File: config.mk
export PLATFORM = sky130hd
export DESIGN_NAME = icache_refill_master
export DESIGN_NICKNAME = d
export VERILOG_FILES = /design/src/rtl/icache_refill_master_pkg.sv /design/src/rtl/icache_wrap_addr_gen.sv /design/src/rtl/icache_refill_master.sv
export SDC_FILE = /design/constraint.sdc
export NUM_CORES = 1
export LEC_CHECK = 0
export CAP_MARGIN = 25
export CORE_MARGIN = 4
export CORE_UTILIZATION = 40
export CTS_BUF_LIST = sky130_fd_sc_hd__clkbuf_4
export CTS_CLUSTER_SIZE = 30
export DETAILED_ROUTE_END_ITERATION = 6
export PLACE_DENSITY = 0.76
export RECOVER_POWER = 50
export SYNTH_ARGS = -nofsm -noshare
export SYNTH_HDL_FRONTEND = slang
export SYNTH_HIERARCHICAL = 1
export SYNTH_SLANG_ARGS = --single-unit
File: constraint.sdc
create_clock -name hclk -period 2.9 [get_ports hclk]
set_input_delay 0.725 -clock hclk [delete_from_list [all_inputs] [get_ports hclk]]
set_output_delay 0.725 -clock hclk [all_outputs]
set_load 0.005 [all_outputs]
File: src/rtl/icache_refill_master_pkg.sv
// Shared AHB-lite and refill definitions for the I-cache refill path.
package icache_refill_master_pkg;

  localparam int unsigned WORD_W     = 32;
  localparam int unsigned LINE_WORDS = 4;
  localparam logic [2:0]  HSIZE_WORD = 3'b010;

  // AHB-lite transfer types
  typedef enum logic [1:0] {
    TRANS_IDLE   = 2'b00,
    TRANS_BUSY   = 2'b01,
    TRANS_NONSEQ = 2'b10,
    TRANS_SEQ    = 2'b11
  } trans_types_e;

  // AHB-lite burst types
  typedef enum logic [2:0] {
    BURST_SINGLE = 3'b000,
    BURST_INCR   = 3'b001,
    BURST_WRAP4  = 3'b010,
    BURST_INCR4  = 3'b011,
    BURST_WRAP8  = 3'b100,
    BURST_INCR8  = 3'b101,
    BURST_WRAP16 = 3'b110,
    BURST_INCR16 = 3'b111
  } burst_types_e;

  // Refill sequencer states
  typedef enum logic [2:0] {
    RS_IDLE  = 3'd0,
    RS_ADDR  = 3'd1,
    RS_BURST = 3'd2,
    RS_DRAIN = 3'd3,
    RS_DONE  = 3'd4
  } refill_state_t;

  // Word slot within a line for beat k of a burst starting at word crit.
  function automatic logic [1:0] wrap_idx(input logic [1:0] crit, input logic [1:0] beat);
    return crit + beat;
  endfunction

endpackage

File: src/rtl/icache_wrap_addr_gen.sv
// Combinational WRAP4 word-address generator: line base + critical index + beat.
module icache_wrap_addr_gen
  import icache_refill_master_pkg::*;
#(
  parameter int unsigned ADDR_W = 32
) (
  input  logic [ADDR_W-5:0] line_base,
  input  logic [1:0]        crit_idx,
  input  logic [1:0]        beat,
  output logic [ADDR_W-1:0] word_addr_c
);

  // Wrapped word address; the line base never increments.
  always_comb begin
    word_addr_c = {line_base, wrap_idx(crit_idx, beat), 2'b00};
  end

endmodule

File: src/rtl/icache_refill_master.sv
// AHB-lite refill master: one WRAP4 read burst per line miss, critical word first.
// Optional build macro REFILL_ERR_EN adds hresp and ERROR-terminated fills.
module icache_refill_master
  import icache_refill_master_pkg::*;
#(
  parameter int unsigned LINE_BITS = 128,
  parameter int unsigned ADDR_W    = 32
) (
  input  logic                 hclk,
  input  logic                 hrstn,
  input  logic                 req_valid,
  output logic                 req_ready,
  input  logic [ADDR_W-1:0]    req_addr,
  output logic                 crit_valid,
  output logic [WORD_W-1:0]    crit_data,
  output logic                 fill_valid,
  output logic [ADDR_W-1:0]    fill_addr,
  output logic [LINE_BITS-1:0] fill_line,
  output logic                 fill_err,
  output logic [ADDR_W-1:0]    haddr,
  output logic [1:0]           htrans,
  output logic [2:0]           hburst,
  output logic [2:0]           hsize,
  output logic                 hwrite,
  input  logic                 hready,
  input  logic [WORD_W-1:0]    hrdata
`ifdef REFILL_ERR_EN
  ,
  input  logic                 hresp
`endif
);

  refill_state_t  state_q, state_n;
  logic [1:0]     acnt_q, acnt_n;
  logic [1:0]     dcnt_q, dcnt_n;
  logic           err_q, err_n;
  logic [ADDR_W-5:0] base_q, base_n;
  logic [1:0]     crit_idx_q, crit_idx_n;
  trans_types_e   htrans_q, htrans_n;
  logic           req_ready_n;
  logic           crit_valid_n;
  logic [WORD_W-1:0] crit_data_n;
  logic           fill_valid_n;
  logic           fill_err_n;
  logic [ADDR_W-1:0] fill_addr_n;
  logic [LINE_BITS-1:0] fill_line_n;
  logic           capture;
  logic           finish;
  logic [1:0]     slot;
  logic [ADDR_W-1:0] haddr_c;
  logic           resp_err;

`ifdef REFILL_ERR_EN
  assign resp_err = hresp;
`else
  assign resp_err = 1'b0;
`endif

  assign hburst = BURST_WRAP4;
  assign hsize  = HSIZE_WORD;
  assign hwrite = 1'b0;
  assign htrans = htrans_q;
  assign slot   = wrap_idx(crit_idx_q, dcnt_q);

  // Address for the next address phase, from next-state counters.
  icache_wrap_addr_gen #(
    .ADDR_W (ADDR_W)
  ) u_addr_gen (
    .line_base   (base_n),
    .crit_idx    (crit_idx_n),
    .beat        (acnt_n),
    .word_addr_c (haddr_c)
  );

  // Next-state, bus control and data capture.
  always_comb begin
    state_n      = state_q;
    acnt_n       = acnt_q;
    dcnt_n       = dcnt_q;
    err_n        = err_q;
    base_n       = base_q;
    crit_idx_n   = crit_idx_q;
    htrans_n     = TRANS_IDLE;
    req_ready_n  = 1'b0;
    crit_valid_n = 1'b0;
    crit_data_n  = crit_data;
    fill_valid_n = 1'b0;
    fill_err_n   = fill_err;
    fill_addr_n  = fill_addr;
    fill_line_n  = fill_line;
    capture      = 1'b0;
    finish       = 1'b0;

    case (state_q)
      RS_IDLE: begin
        req_ready_n = 1'b1;
        if (req_valid) begin
          base_n      = req_addr[ADDR_W-1:4];
          crit_idx_n  = req_addr[3:2];
          acnt_n      = 2'd0;
          dcnt_n      = 2'd0;
          err_n       = 1'b0;
          fill_err_n  = 1'b0;
          htrans_n    = TRANS_NONSEQ;
          req_ready_n = 1'b0;
          state_n     = RS_ADDR;
        end
      end
      RS_ADDR: begin
        htrans_n = TRANS_NONSEQ;
        if (hready) begin
          acnt_n   = 2'd1;
          htrans_n = TRANS_SEQ;
          state_n  = RS_BURST;
        end
      end
      RS_BURST: begin
        htrans_n = TRANS_SEQ;
        if (resp_err && !hready) begin
          // First ERROR cycle: cancel the remaining beats from the next cycle.
          err_n    = 1'b1;
          htrans_n = TRANS_IDLE;
          state_n  = RS_DRAIN;
        end else if (hready) begin
          if (resp_err) begin
            finish = 1'b1;
          end else begin
            capture = 1'b1;
            if (acnt_q == 2'd3) begin
              htrans_n = TRANS_IDLE;
              state_n  = RS_DRAIN;
            end else begin
              acnt_n = acnt_q + 2'd1;
            end
          end
        end
      end
      RS_DRAIN: begin
        if (resp_err && !hready) begin
          err_n = 1'b1;
        end else if (hready) begin
          capture = !(resp_err || err_q);
          finish  = 1'b1;
        end
      end
      RS_DONE: begin
        req_ready_n = 1'b1;
        state_n     = RS_IDLE;
      end
      default: begin
        state_n = RS_IDLE;
      end
    endcase

    // Store the beat in its address-ordered slot; the first beat is the critical word.
    if (capture) begin
      fill_line_n[{slot, 5'b00000} +: WORD_W] = hrdata;
      dcnt_n = dcnt_q + 2'd1;
      if (dcnt_q == 2'd0) begin
        crit_data_n  = hrdata;
        crit_valid_n = 1'b1;
      end
    end

    // Last data phase (or second ERROR cycle) closes the line.
    if (finish) begin
      htrans_n     = TRANS_IDLE;
      fill_valid_n = 1'b1;
      fill_err_n   = err_q | resp_err;
      fill_addr_n  = {base_q, 4'b0000};
      state_n      = RS_DONE;
    end
  end

  // FSM state register.
  always_ff @(posedge hclk or negedge hrstn) begin
    if (!hrstn) begin
      state_q <= RS_IDLE;
    end else begin
      state_q <= state_n;
    end
  end

  // Datapath and registered outputs.
  always_ff @(posedge hclk or negedge hrstn) begin
    if (!hrstn) begin
      acnt_q     <= 2'd0;
      dcnt_q     <= 2'd0;
      err_q      <= 1'b0;
      base_q     <= '0;
      crit_idx_q <= 2'd0;
      htrans_q   <= TRANS_IDLE;
      haddr      <= '0;
      req_ready  <= 1'b1;
      crit_valid <= 1'b0;
      crit_data  <= '0;
      fill_valid <= 1'b0;
      fill_err   <= 1'b0;
      fill_addr  <= '0;
      fill_line  <= '0;
    end else begin
      acnt_q     <= acnt_n;
      dcnt_q     <= dcnt_n;
      err_q      <= err_n;
      base_q     <= base_n;
      crit_idx_q <= crit_idx_n;
      htrans_q   <= htrans_n;
      if (htrans_n != TRANS_IDLE) begin
        haddr <= haddr_c;
      end
      req_ready  <= req_ready_n;
      crit_valid <= crit_valid_n;
      crit_data  <= crit_data_n;
      fill_valid <= fill_valid_n;
      fill_err   <= fill_err_n;
      fill_addr  <= fill_addr_n;
      fill_line  <= fill_line_n;
    end
  end

endmodule

### Word-level counts from Yosys, hierarchy flattened

Index checks and enable logic that the tools add are counted.

| storage, ports and cells | value |
|---|---|
| flip-flop bits (word level) | 261 |
| bits of input ports | 68 |
| word-level logic and storage cells | 79 |

| cells by class | value |
|---|---|
| add/sub/neg operators | 5 |
| muxes and demuxes | 36 |
| shift-type cells | 2 |
| reductions and logical operators | 12 |
| equal/unequal tests | 10 |

Operators by type and width:

| operator | count |
|---|---|
| bitwise mux 128 bit | 1 |
| variable shift 32 x 9 -> 128 bit, first input constant | 1 |
| variable part select 32 x 9 -> 128 bit | 1 |
| two-way mux 28 bit | 2 |
| two-way mux 2 bit | 13 |
| two-way mux 3 bit | 5 |
| inequality test 3 bit, second input constant | 4 |
| one-hot mux 2 bit (3 select lines) | 2 |
| one-hot mux 3 bit (4 select lines) | 1 |
| two-way mux 1 bit | 11 |
| nonzero test 2 bit | 5 |
| negator 7 -> 9 bit | 1 |
| equality test 3 x 2 -> 1 bit, second input constant | 2 |
| AND reduction 2 bit | 3 |
| AND reduction 5 bit | 1 |
| adder 2 x 1 -> 2 bit, second input constant | 2 |
| adder 2 bit | 2 |
| equality test 3 x 1 -> 1 bit, second input constant | 1 |
| equality test 3 bit, second input constant | 1 |
| logical NOT 3 bit | 1 |
| equality test 2 bit, second input constant | 1 |
| logical NOT 2 bit | 1 |
| inequality test 2 bit, second input constant | 1 |
| one-hot mux 1 bit (2 select lines) | 1 |
| OR reduction 2 bit | 1 |

### Longest topological paths before layout

| logic depth | value |
|---|---|
| depth in word-level cells | 6 |
| gate-level depth with buffers | 10 |
| depth with buffers taken out | 7 |

### Modules after synthesis

Netlist, hierarchy kept.

By module, submodules not included:

| module | cells an instance | area an instance (sq um) | instances | sequential area each (sq um) |
|---|---|---|---|---|
| icache_refill_master | 867 | 10682.7 | 1 | 6557.5 |
| icache_wrap_addr_gen | 33 | 265.3 | 1 | 0.0 |

### Worst setup path after synthesis

Ideal clock, no wire load.

| timing | value |
|---|---|
| kind | in2reg |
| from | in req_valid |
| to | reg haddr[3] |
| stages on the path | 6 |
| path slack | 0.262 ns |
| buffers on the path | 1 |
| data arrival time | 2.513 ns |
| cells stage by stage | nor4b_1 -> buf_2 -> mux2_1 -> ha_1 -> xor3_1 -> mux2_2 |

| between the ends | value |
|---|---|
| elaborated cells on any way between the ends | 9 |
| those cells by class | add/sub: 1; mux: 7; reduce/logical: 1 |

RTL lines:

| element | RTL line | RTL |
|---|---|---|
| start, declared | icache_refill_master.sv:11 | `input logic req_valid,` |
| two-way mux 2 bit | icache_refill_master.sv:97 | `if (req_valid) begin` |
| two-way mux 2 bit | icache_refill_master.sv:94 | `case (state_q)` |
| net crit_idx_n[0] | icache_refill_master.sv:38 | `logic [1:0] crit_idx_q, crit_idx_n;` |
| adder 2 bit | icache_refill_master_pkg.sv:39 | `return crit + beat;` |
| net haddr_c[3] | icache_refill_master.sv:50 | `logic [ADDR_W-1:0] haddr_c;` |
| end signal, assigned | icache_refill_master.sv:209 | `haddr <= haddr_c;` |
| end, declared | icache_refill_master.sv:20 | `output logic [ADDR_W-1:0] haddr,` |

The timed path passes the listed nets, and every way through them passes these cells.
A chain may end at the register's enable or synchronous reset.

### Worst setup path in the final report

| timing | value |
|---|---|
| from | in hready |
| to | reg crit_data[22] |

| between the ends | value |
|---|---|
| word-level cells in the longest chain between the ends | 3 |

Ends and longest elaborated chain:

| element | RTL line | RTL |
|---|---|---|
| start, declared | icache_refill_master.sv:25 | `input logic hready,` |
| two-way mux 1 bit | icache_refill_master.sv:124 | `end else if (hready) begin` |
| two-way mux 1 bit | n/a |  |
| AND reduction 2 bit (no line) | n/a |  |
| end signal, assigned | icache_refill_master.sv:213 | `crit_data <= crit_data_n;` |
| end, declared | icache_refill_master.sv:15 | `output logic [WORD_W-1:0] crit_data,` |

Every way passes these cells.

==> summary.txt <==
Status -> complete, but fails checks
Failing checks -> max-capacitance violations, max-slew violations
DR vias/cell -> 4.969
FP Rows -> 60
Die H -> 173.4 um
Mux cell area share after synthesis -> 0.1530
WS Path Type -> in2reg
Sequential-to-total area share from yosys stat -> 0.5990
Crit path launch type -> input port
MaxCap Viol Count -> 2
Met3 usage in global routing -> 0.07154
Post-CTS setup buffers -> 0
Pins Over Slew Limit -> 101
Area contributors post-synth -> dfrtp_1 60%, mux2_2 12%, nand2_1 5.7%
Ports -> 305
Vias in the first global route -> 8426
Hold-fix buffers, CTS -> 0
Arrival @ worst endpoint -> 3.35 ns
Remaining Overflow, GRT -> 0
Global-route wire length before repair -> 47.58 mm
FF-to-FF Start -> state_q[2]
Tot GR Track Use -> 0.1969
Met1 track demand over resource -> 0.2509
Overall power -> 17.58 mW
First-pass detailed-route iteration total -> 4
Via count -> 7955
# fillers -> 2247
Number of distinct library cells after synthesis -> 42
CP required -> 3.39 ns
Simple-gate portion of the synthesized area -> 0.07120
Final WL -> 29.87 mm
Slew HR -> -0.3807
Worst hold path class -> reg2reg
Clk root buf -> clkbuf_4
Clock Latency Late Sink -> 0.64 ns
M2 GR Usage -> 0.3090
Final worst slack -> 0.03700 ns
Final min period -> 2.863 ns
Synthesized area per cell -> 12.16 um2
Final Net Count -> 1283
IO Port Bufs -> 290
CTS sink cnt -> 262
Final period utilization -> 0.9872
Final Setup Violations -> 0
Main combinational cell family by area after synthesis -> multiplexers
Commonest non-fill, non-tap cell in the layout -> clkdlybuf4s50_1
Critical Path Source -> hready
Post-route ant nets -> 0
Critical path peak fanout -> 22
Bufs on Longest Clock Path -> 3
Clock Skews -> 0.02509 ns
Pin count of the biggest net entering global routing -> 80
Slew @ Worst Pin -> 2.071 ns
Setup TNS -> 0 ns
TritonCTS buffer count -> 72
Core ar. -> 26950 um2
Avg WL per Cell -> 18.66 um
RSZ-0062 raised after global routing -> no
Commonest cells after routing, fill and taps aside -> 288 x clkdlybuf4s50_1, 261 x dfrtp_1, 163 x nand2_1, 108 x mux2_2, 106 x clkbuf_4
Synth area leader -> dfrtp_1
Final count of hold timing violations -> 0
Syn Std Cell Area -> 10950 um2
Power density over the cells -> 1173 nW/um2
Die width -> 173.4 um
LEAKAGE -> 6.553 nW
Post-cts sizing count -> 0
Synth Instances -> 900
Pre-CTS WS -> 0.03721 ns
Synth Area in Compound Gates -> 0.09886
GR peak layer -> met2
Initial core utilization -> 0.4062
Hold_ws -> 0.4813 ns
F_max -> 0.3493 GHz
Final RePlAce weighted congestion -> 0.8011
DR iter-0 viols -> 420
H-tree depth -> 3
Layout cell share with drive strength beyond 1 -> 0.2337
Placed wire-length estimate -> 20.65 mm
Synth warn -> 6
Clock transition at the registers of the reported paths -> 0.06 ns
XOR/XNOR Fraction of Synth Area -> 0.004457
Max VDD drop -> 664.7 uV
Synth Area in Adders -> 0.006857
Full die area -> 30080 um2
TritonCTS clock tree -> yes
Register bit total from synthesis -> 262
Area share of the largest cell type after synthesis -> 0.5966
Remaining DRCs -> 0
Hold Startpoint -> fill_line[41]
Initial antenna violation count -> 2
Synthesis-to-finish area growth -> 36.90%
Crit end category -> flop
synthesized netlist by cell type, drive strengths merged:
master,count
nor4bb,1
nand4bb,1
nor2b,1
a211oi,1
a21o,1
and2,1
mux2,123
o22ai,1
dfrtp,261
nor3b,1
o2bb2ai,33
or4,1
a21oi,5
nand4b,2
and4b,1
and3b,3
dfstp,1
or2,2
clkbuf,39
nand2,165
nor4b,1
mux2i,29
ha,6
nand3,3
a22o,2
o211a,1
buf,61
inv,38
nor2,4
a32oi,1
conb,3
o21ai,103
xor3,2
o31ai,1
nand4,1
final cells by class:
| type | instances | area, um2 | area share |
|---|---|---|---|
| clock inverters | 17 | 151.4 | 0.01010 |
| clock buffers | 106 | 795.8 | 0.05309 |
| repair buffers | 324 | 3154 | 0.2105 |
| inverters | 38 | 142.6 | 0.009517 |
| well taps | 341 | 426.7 | 0.02847 |
| multi-input cells | 511 | 3755 | 0.2505 |
| flip-flops and latches | 262 | 6558 | 0.4375 |
| diodes | 2 | 5.005 | 0.0003339 |
logic make-up after synthesis:
kind of cell,count (synthesis)
muxes,152
AOI/OAI and AO/OA,149
other,3
xor gates and xnor gates,2
adders and majority gates,6
buffers and inverters,138
and+or+nand+nor,188
DFF,262
power breakdown:
| group | leakage, nW | internal (mW) | total (mW) | switching (mW) |
|---|---|---|---|---|
| clock network | 0.563 | 1.94 | 3.42 | 1.48 |
| logic | 2.65 | 4.33 | 8.09 | 3.75 |
| registers | 3.34 | 5.23 | 6.08 | 0.852 |
| total | 6.55 | 11.5 | 17.6 | 6.09 |
worst paths after layout:
path                                 end  slack [ns]  cells past startpoint
setup / recovery           crit_data[22]        0.04                      5
hold / removal             fill_line[41]        0.48                      2
max in group asynchronous  fill_addr[15]        0.62                      2
min in group asynchronous  fill_line[39]        0.69                      1
hold reg to reg            fill_line[41]        0.48                      2
setup reg to reg           crit_data[22]        0.16                      4
per-layer routing:
layer	up-vias	wire length, um
met1	3936	12660
met4	0	762
li1	3646	-
met5	-	0
met2	309	14030
met3	64	2424
stage by stage:
stage,utilization,area (um2),std cells
5_1_grt,0.5561,14990,1601
6_report,0.5561,14990,1601
3_3_place_gp,0.5232,14100,1476
4_1_cts,0.5584,15050,1599
2_1_floorplan,-,10990,911
3_5_place_dp,0.5232,14100,1476
registers in the layout, summed over array words and instances (netlist names):
register	flops
crit_idx_q	2
fill_line	128
crit_valid	1
req_ready	1
crit_data	32
state_q	3
haddr	32
acnt_q	2
fill_addr	28
base_q	28
fill_valid	1
dcnt_q	2
htrans	2
worst max-delay path: stages:
cell           delay, ns
dlygate4sd3_1       0.64
and3b_1             0.31
nand2_2             0.11
clkbuf_1            1.11
mux2_2              0.44
Power figures use the tool's default switching activity.
